`src/rtl/stream_packer_32to64_pkg.sv`:
```
// Shared constants, FSM encoding and byte-swap helper for the 32->64 stream packer.
package stream_packer_32to64_pkg;
   localparam int DEF_FIFO_DEPTH = 4;
   localparam int DEF_CNT_W      = 16;

   typedef enum logic [1:0] {
      ST_IDLE  = 2'd0,
      ST_LOW   = 2'd1,
      ST_HIGH  = 2'd2,
      ST_DRAIN = 2'd3
   } pk_state_t;

   // Output byte k takes packed byte 7-k (host little-endian -> core big-endian).
   function automatic logic [63:0] swap_bytes64(input logic [63:0] p);
      logic [63:0] r;
      r = '0;
      for (int k = 0; k < 8; k++) r[8*k +: 8] = p[8*(7-k) +: 8];
      return r;
   endfunction
endpackage

```
`src/rtl/stream_packer_32to64_fifo.sv`:
```
// 64-bit FIFO whose head word is held in a register, so a word pushed into an
// empty FIFO is visible on the output in the very next cycle.
module stream_fifo64
   import stream_packer_32to64_pkg::*;
#(
   parameter int DEPTH = DEF_FIFO_DEPTH
) (
   input  logic        clk,
   input  logic        rst,
   input  logic        i_push,
   input  logic [63:0] i_data,
   input  logic        i_pop,
   output logic        o_full,
   output logic        o_empty,
   output logic [63:0] o_head,
   output logic        o_head_vld
);
   localparam int AW = $clog2(DEPTH);
   localparam int CW = AW + 1;

   logic [63:0]   r_mem [DEPTH];
   logic [AW-1:0] r_wr, r_rd;
   logic [CW-1:0] r_cnt;
   logic [63:0]   r_head;
   logic          r_head_vld;

   logic          w_push, w_pop;
   logic [AW-1:0] w_rd_nxt;
   logic [CW-1:0] w_cnt_pop, w_cnt_nxt;

   assign o_full     = (r_cnt == CW'(DEPTH));
   assign o_empty    = (r_cnt == '0);
   assign o_head     = r_head;
   assign o_head_vld = r_head_vld;

   assign w_push    = i_push && !o_full;
   assign w_pop     = i_pop && r_head_vld;
   assign w_rd_nxt  = r_rd + AW'(w_pop);
   assign w_cnt_pop = r_cnt - CW'(w_pop);
   assign w_cnt_nxt = w_cnt_pop + CW'(w_push);

   always_ff @(posedge clk) begin
      if (w_push) r_mem[r_wr] <= i_data;
   end

   // Head comes from storage if anything survives the pop, else from the incoming word.
   always_ff @(posedge clk or negedge rst) begin
      if (!rst) begin
         r_wr       <= '0;
         r_rd       <= '0;
         r_cnt      <= '0;
         r_head     <= '0;
         r_head_vld <= 1'b0;
      end else begin
         r_wr       <= r_wr + AW'(w_push);
         r_rd       <= w_rd_nxt;
         r_cnt      <= w_cnt_nxt;
         r_head_vld <= (w_cnt_nxt != '0);
         if (w_cnt_pop != '0) r_head <= r_mem[w_rd_nxt];
         else if (w_push)     r_head <= i_data;
         else                 r_head <= '0;
      end
   end
endmodule

```
`src/rtl/stream_packer_32to64.sv`:
```
// Packs pairs of 32-bit host half-words into byte-swapped 64-bit words, framed
// by a word count, and buffers them in a small output FIFO.
module stream_packer_32to64
   import stream_packer_32to64_pkg::*;
#(
   parameter int FIFO_DEPTH = DEF_FIFO_DEPTH,
   parameter int CNT_W      = DEF_CNT_W
) (
   input  logic             clk,
   input  logic             rst,
   input  logic [CNT_W-1:0] len,
   input  logic             len_isReady,
   output logic             len_canReceive,
   input  logic [31:0]      in,
   input  logic             in_isReady,
   output logic             in_canReceive,
   output logic [63:0]      out,
   output logic             out_isReady,
   input  logic             out_canReceive,
   output logic             busy,
   output logic             done
);
   pk_state_t        r_state;
   logic [CNT_W-1:0] r_cnt;
   logic [31:0]      r_lo;
   logic             r_done;

   logic w_full, w_empty, w_len_acc, w_in_acc, w_push;

   assign len_canReceive = (r_state == ST_IDLE);
   assign in_canReceive  = ((r_state == ST_LOW) || (r_state == ST_HIGH)) && !w_full;
   assign busy           = (r_state != ST_IDLE);
   assign done           = r_done;

   assign w_len_acc = len_isReady && len_canReceive;
   assign w_in_acc  = in_isReady && in_canReceive;
   assign w_push    = w_in_acc && (r_state == ST_HIGH);

   always_ff @(posedge clk or negedge rst) begin
      if (!rst) begin
         r_state <= ST_IDLE;
         r_cnt   <= '0;
         r_lo    <= '0;
         r_done  <= 1'b0;
      end else begin
         r_done <= 1'b0;
         case (r_state)
            ST_IDLE: if (w_len_acc) begin
               if (len == '0) r_done <= 1'b1;
               else begin
                  r_cnt   <= len;
                  r_state <= ST_LOW;
               end
            end
            ST_LOW: if (w_in_acc) begin
               r_lo    <= in;
               r_state <= ST_HIGH;
            end
            ST_HIGH: if (w_in_acc) begin
               r_cnt   <= r_cnt - CNT_W'(1);
               r_state <= (r_cnt == CNT_W'(1)) ? ST_DRAIN : ST_LOW;
            end
            ST_DRAIN: if (w_empty) begin
               r_done  <= 1'b1;
               r_state <= ST_IDLE;
            end
            default: r_state <= ST_IDLE;
         endcase
      end
   end

   stream_fifo64 #(.DEPTH(FIFO_DEPTH)) u_fifo (
      .clk       (clk),
      .rst       (rst),
      .i_push    (w_push),
      .i_data    (swap_bytes64({in, r_lo})),
      .i_pop     (out_canReceive),
      .o_full    (w_full),
      .o_empty   (w_empty),
      .o_head    (out),
      .o_head_vld(out_isReady)
   );
endmodule

```
`config.mk`:
```
export PLATFORM = sky130hd
export DESIGN_NAME = stream_packer_32to64
export DESIGN_NICKNAME = d
export VERILOG_FILES = /design/src/rtl/stream_packer_32to64_pkg.sv /design/src/rtl/stream_packer_32to64_fifo.sv /design/src/rtl/stream_packer_32to64.sv
export SDC_FILE = /design/constraint.sdc
export NUM_CORES = 1
export LEC_CHECK = 0
export CORE_MARGIN = 3
export CORE_UTILIZATION = 50
export DETAILED_ROUTE_END_ITERATION = 12
export GPL_TIMING_DRIVEN = 0
export PLACE_DENSITY = 0.79
export RECOVER_POWER = 25
export SYNTH_ARGS = -nofsm -noshare
export SYNTH_HDL_FRONTEND = slang
export SYNTH_SLANG_ARGS = --single-unit
export TNS_END_PERCENT = 30
```
`constraint.sdc`:
```
create_clock -name clk -period 17.5 [get_ports clk]
set_clock_uncertainty 0.2 [all_clocks]
set_input_delay 4.375 -clock clk [delete_from_list [all_inputs] [get_ports clk]]
set_output_delay 4.375 -clock clk [all_outputs]
set_load 0.05 [all_outputs]
```
==> impl_metrics.json <==
{
  "ys.flop_type": "edfxtp_1",
  "syn-num-nets": 950,
  "layout_common_cells": "edfxtp_1 (256), nand2_1 (151), dfrtp_1 (123)",
  "final_common_cell": "edfxtp_1",
  "htree_levels": 2,
  "fp.dieW_um": 178,
  "vias_per_cell": 5.74,
  "grt_first_pass_wirelength_um": 50600,
  "vias": 8486,
  "relSlewSlack_pct": -127,
  "design.core.area_um2": 28900,
  "path_depth": 10,
  "cp-startpoint": "in_isReady",
  "io-pin-count": 122,
  "worstReg2RegEnd": "u_fifo.r_mem[0][4]",
  "dieArea_um2": 31500,
  "worstPathArrival_ns": 7.40,
  "r2r-start": "r_state[1]",
  "dr.pass1.iters": 5,
  "fillers": 2072,
  "syn_area_per_cell_um2": 16.6,
  "critical_path_class": "primary input to flip-flop",
  "cp.required_ns": 17.53,
  "post_cts.repair.setup_buffers": 0,
  "cp_max_fo": 11,
  "layout-drive-gt1-share_pct": 19.0,
  "ys_ff_latch": 379,
  "p_per_area_nw_per_um2": 200,
  "dp_hpwl_um": 20600,
  "hold_viol": 0,
  "clkTransAtPathRegs_ns": 0.06,
  "post_cts_resize_count": 0,
  "synth_edf_count": 256,
  "initial_core_util_pct": 51.0,
  "gp_congestion": 0.871,
  "track_usage_pct": 21.1,
  "drc": 0,
  "ir_drop_uv": 110,
  "cts.sinks": 379,
  "seq_area_frac_synth_pct": 73.1,
  "cts_tree": "done",
  "ff2ff_path_depth": 11,
  "die_h_um": 178,
  "syn_area_um2": 14700,
  "rsz0062_at_grt": "false",
  "crit_end": "u_fifo.r_mem[0][4]",
  "drt_iter0_drc": 807,
  "fin_crit_ns": 7.37,
  "crit_buf_inv": 6,
  "end_kind": "flip-flop",
  "slowest_stage": "nor3_2",
  "clk_latency_ns": 0.53,
  "drt_wl_total_um": 32800,
  "grt.overflow.total": 0,
  "fmax_mhz": 136,
  "cts_buffers": 38,
  "final_nets": 1128,
  "clock_path_buffers": 3,
  "first_global_vias": 8643,
  "wire_per_inst_um": 22.2,
  "fin_crit_sh_pct": 42.1,
  "maxCapViolations": 1,
  "std_cell_rows": 62,
  "clockRootBuffer": "clkbuf_16",
  "ant_nets": 0,
  "hold_path_class": "flip-flop to flip-flop",
  "stdcell_count": 1478,
  "crit_chain": "clkdlybuf4s50_1 -> nand2_1 -> nor2_1 -> nand2_1 -> clkbuf_1 -> buf_2 -> nor3_2 -> buf_8 -> buf_6 -> buf_6",
  "slew_violations": 56,
  "yosysWarningCount": 0,
  "p_leak_nw": 6.44,
  "r2r_slack_ns": 13.63,
  "netlist_instances": 885,
  "grt_max_degree": 69,
  "antenna_found_initial": 1,
  "start_kind": "primary input",
  "critical_path.top_delay_family": "buffers and inverters",
  "status": "complete, but fails checks",
  "synthArstFlopShare_pct": 32.5,
  "slowest_delay_ns": 0.76,
  "fin_setup_tns_ns": 0,
  "synthDistinctLibCells": 59,
  "worst_slew_pin_slew_ns": 3.40,
  "cts_hold_buf": 0,
  "place.port_buffers": 121,
  "setup_viol": 0,
  "violations": "max-capacitance violations, max-slew violations",
  "syn_to_final_growth_pct": 21.8,
  "dpl.cell_count": 1407
}
-- flip-flops by register name, indices dropped and copies added, names as in the netlist --
register,count
r_lo,32
u_fifo.o_head_vld,1
u_fifo.r_mem,256
done,1
r_cnt,16
u_fifo.o_head,64
r_state,2
u_fifo.r_cnt,3
u_fifo.r_rd,2
u_fifo.r_wr,2
-- cells in the mapped netlist (3+ instances only) --
master | instances | area share [%]
a211o_1 | 3 | 0.18
a21oi_1 | 6 | 0.20
a31oi_1 | 3 | 0.13
a32oi_1 | 3 | 0.18
and2_1 | 4 | 0.17
and3_1 | 5 | 0.21
buf_1 | 5 | 0.13
buf_2 | 21 | 0.71
clkbuf_1 | 19 | 0.48
dfrtp_1 | 123 | 21
edfxtp_1 | 256 | 52
ha_1 | 12 | 1.0
inv_1 | 11 | 0.28
mux2_2 | 32 | 2.4
mux4_2 | 64 | 9.8
nand2_1 | 151 | 3.9
nand2b_1 | 3 | 0.13
nand3_1 | 7 | 0.24
nand4_1 | 3 | 0.13
nor2_1 | 13 | 0.33
nor3_1 | 10 | 0.34
nor3b_1 | 4 | 0.20
nor4_1 | 5 | 0.21
nor4b_1 | 3 | 0.18
o211ai_1 | 3 | 0.15
o21ai_0 | 73 | 2.5
-- metrics by stage --
step | total power [mW] | area, um^2 | hold slack [ns] | worst slack (ns) | utilization [%]
2_1_floorplan | 2.31 | 14700 | 0.272 | 7.06 | -
3_3_place_gp | 2.76 | 16400 | 0.280 | 2.41 | 56.9
3_5_place_dp | 2.79 | 16700 | 0.290 | 9.61 | 57.8
4_1_cts | 3.62 | 17900 | 0.304 | 10.11 | 62.2
5_1_grt | 3.77 | 17900 | 0.312 | 9.78 | 62.2
6_report | 3.59 | 17900 | 0.305 | 10.13 | 62.2
-- logic make-up after synthesis --
| family | count (synthesis) | synth area share (%) |
|---|---|---|
| flip-flops | 379 | 73.1 |
| AND/OR/NAND/NOR | 218 | 6.63 |
| XOR/XNOR | 4 | 0.238 |
| adder cells (fa/ha/maj) | 12 | 1.02 |
| buffers and inverters | 58 | 1.72 |
| multiplexers | 98 | 12.4 |
| AO/OA/AOI/OAI | 116 | 4.90 |
-- how the worst min path moves through the flow --
stage	start	to	slack (ns)	cells after the start
2_1_floorplan	u_fifo.r_rd[0]	u_fifo.r_rd[0]	0.27	1
3_3_place_gp	u_fifo.r_rd[0]	u_fifo.r_rd[0]	0.28	1
3_5_place_dp	u_fifo.r_rd[0]	u_fifo.r_rd[0]	0.29	1
4_1_cts	u_fifo.r_rd[0]	u_fifo.r_rd[0]	0.30	1
5_1_grt	u_fifo.r_rd[0]	u_fifo.r_rd[0]	0.31	1
6_report	u_fifo.r_rd[0]	u_fifo.r_rd[0]	0.31	1
-- metal layers --
metal	GRT usage (%)	share of wire, %	vias up
met4	6.28	2.2	0
li1	-	-	3744
met5	0	0	-
met1	29.3	40	4320
met2	34.1	49	363
met3	4.36	8.2	59
-- power by group --
group	internal [mW]	switching [mW]	leakage (nW)
clock	0.469	0.341	0.622
combinational	0.556	0.898	2.03
sequential	1.20	0.125	3.79
total	2.23	1.36	6.44
-- cell type report --
type | instances | area (um^2) | area share [%]
Sequential cell | 379 | 10800 | 60.0
Multi-Input combinational cell | 448 | 3730 | 20.8
Timing Repair Buffer | 138 | 1450 | 8.08
Clock buffer | 50 | 1080 | 6.01
Tap cell | 384 | 480 | 2.68
Buffer | 47 | 211 | 1.18
Clock inverter | 20 | 183 | 1.02
Inverter | 11 | 41.3 | 0.230
Antenna cell | 1 | 2.50 | 0.0140
(Power assumes the default switching activity.)
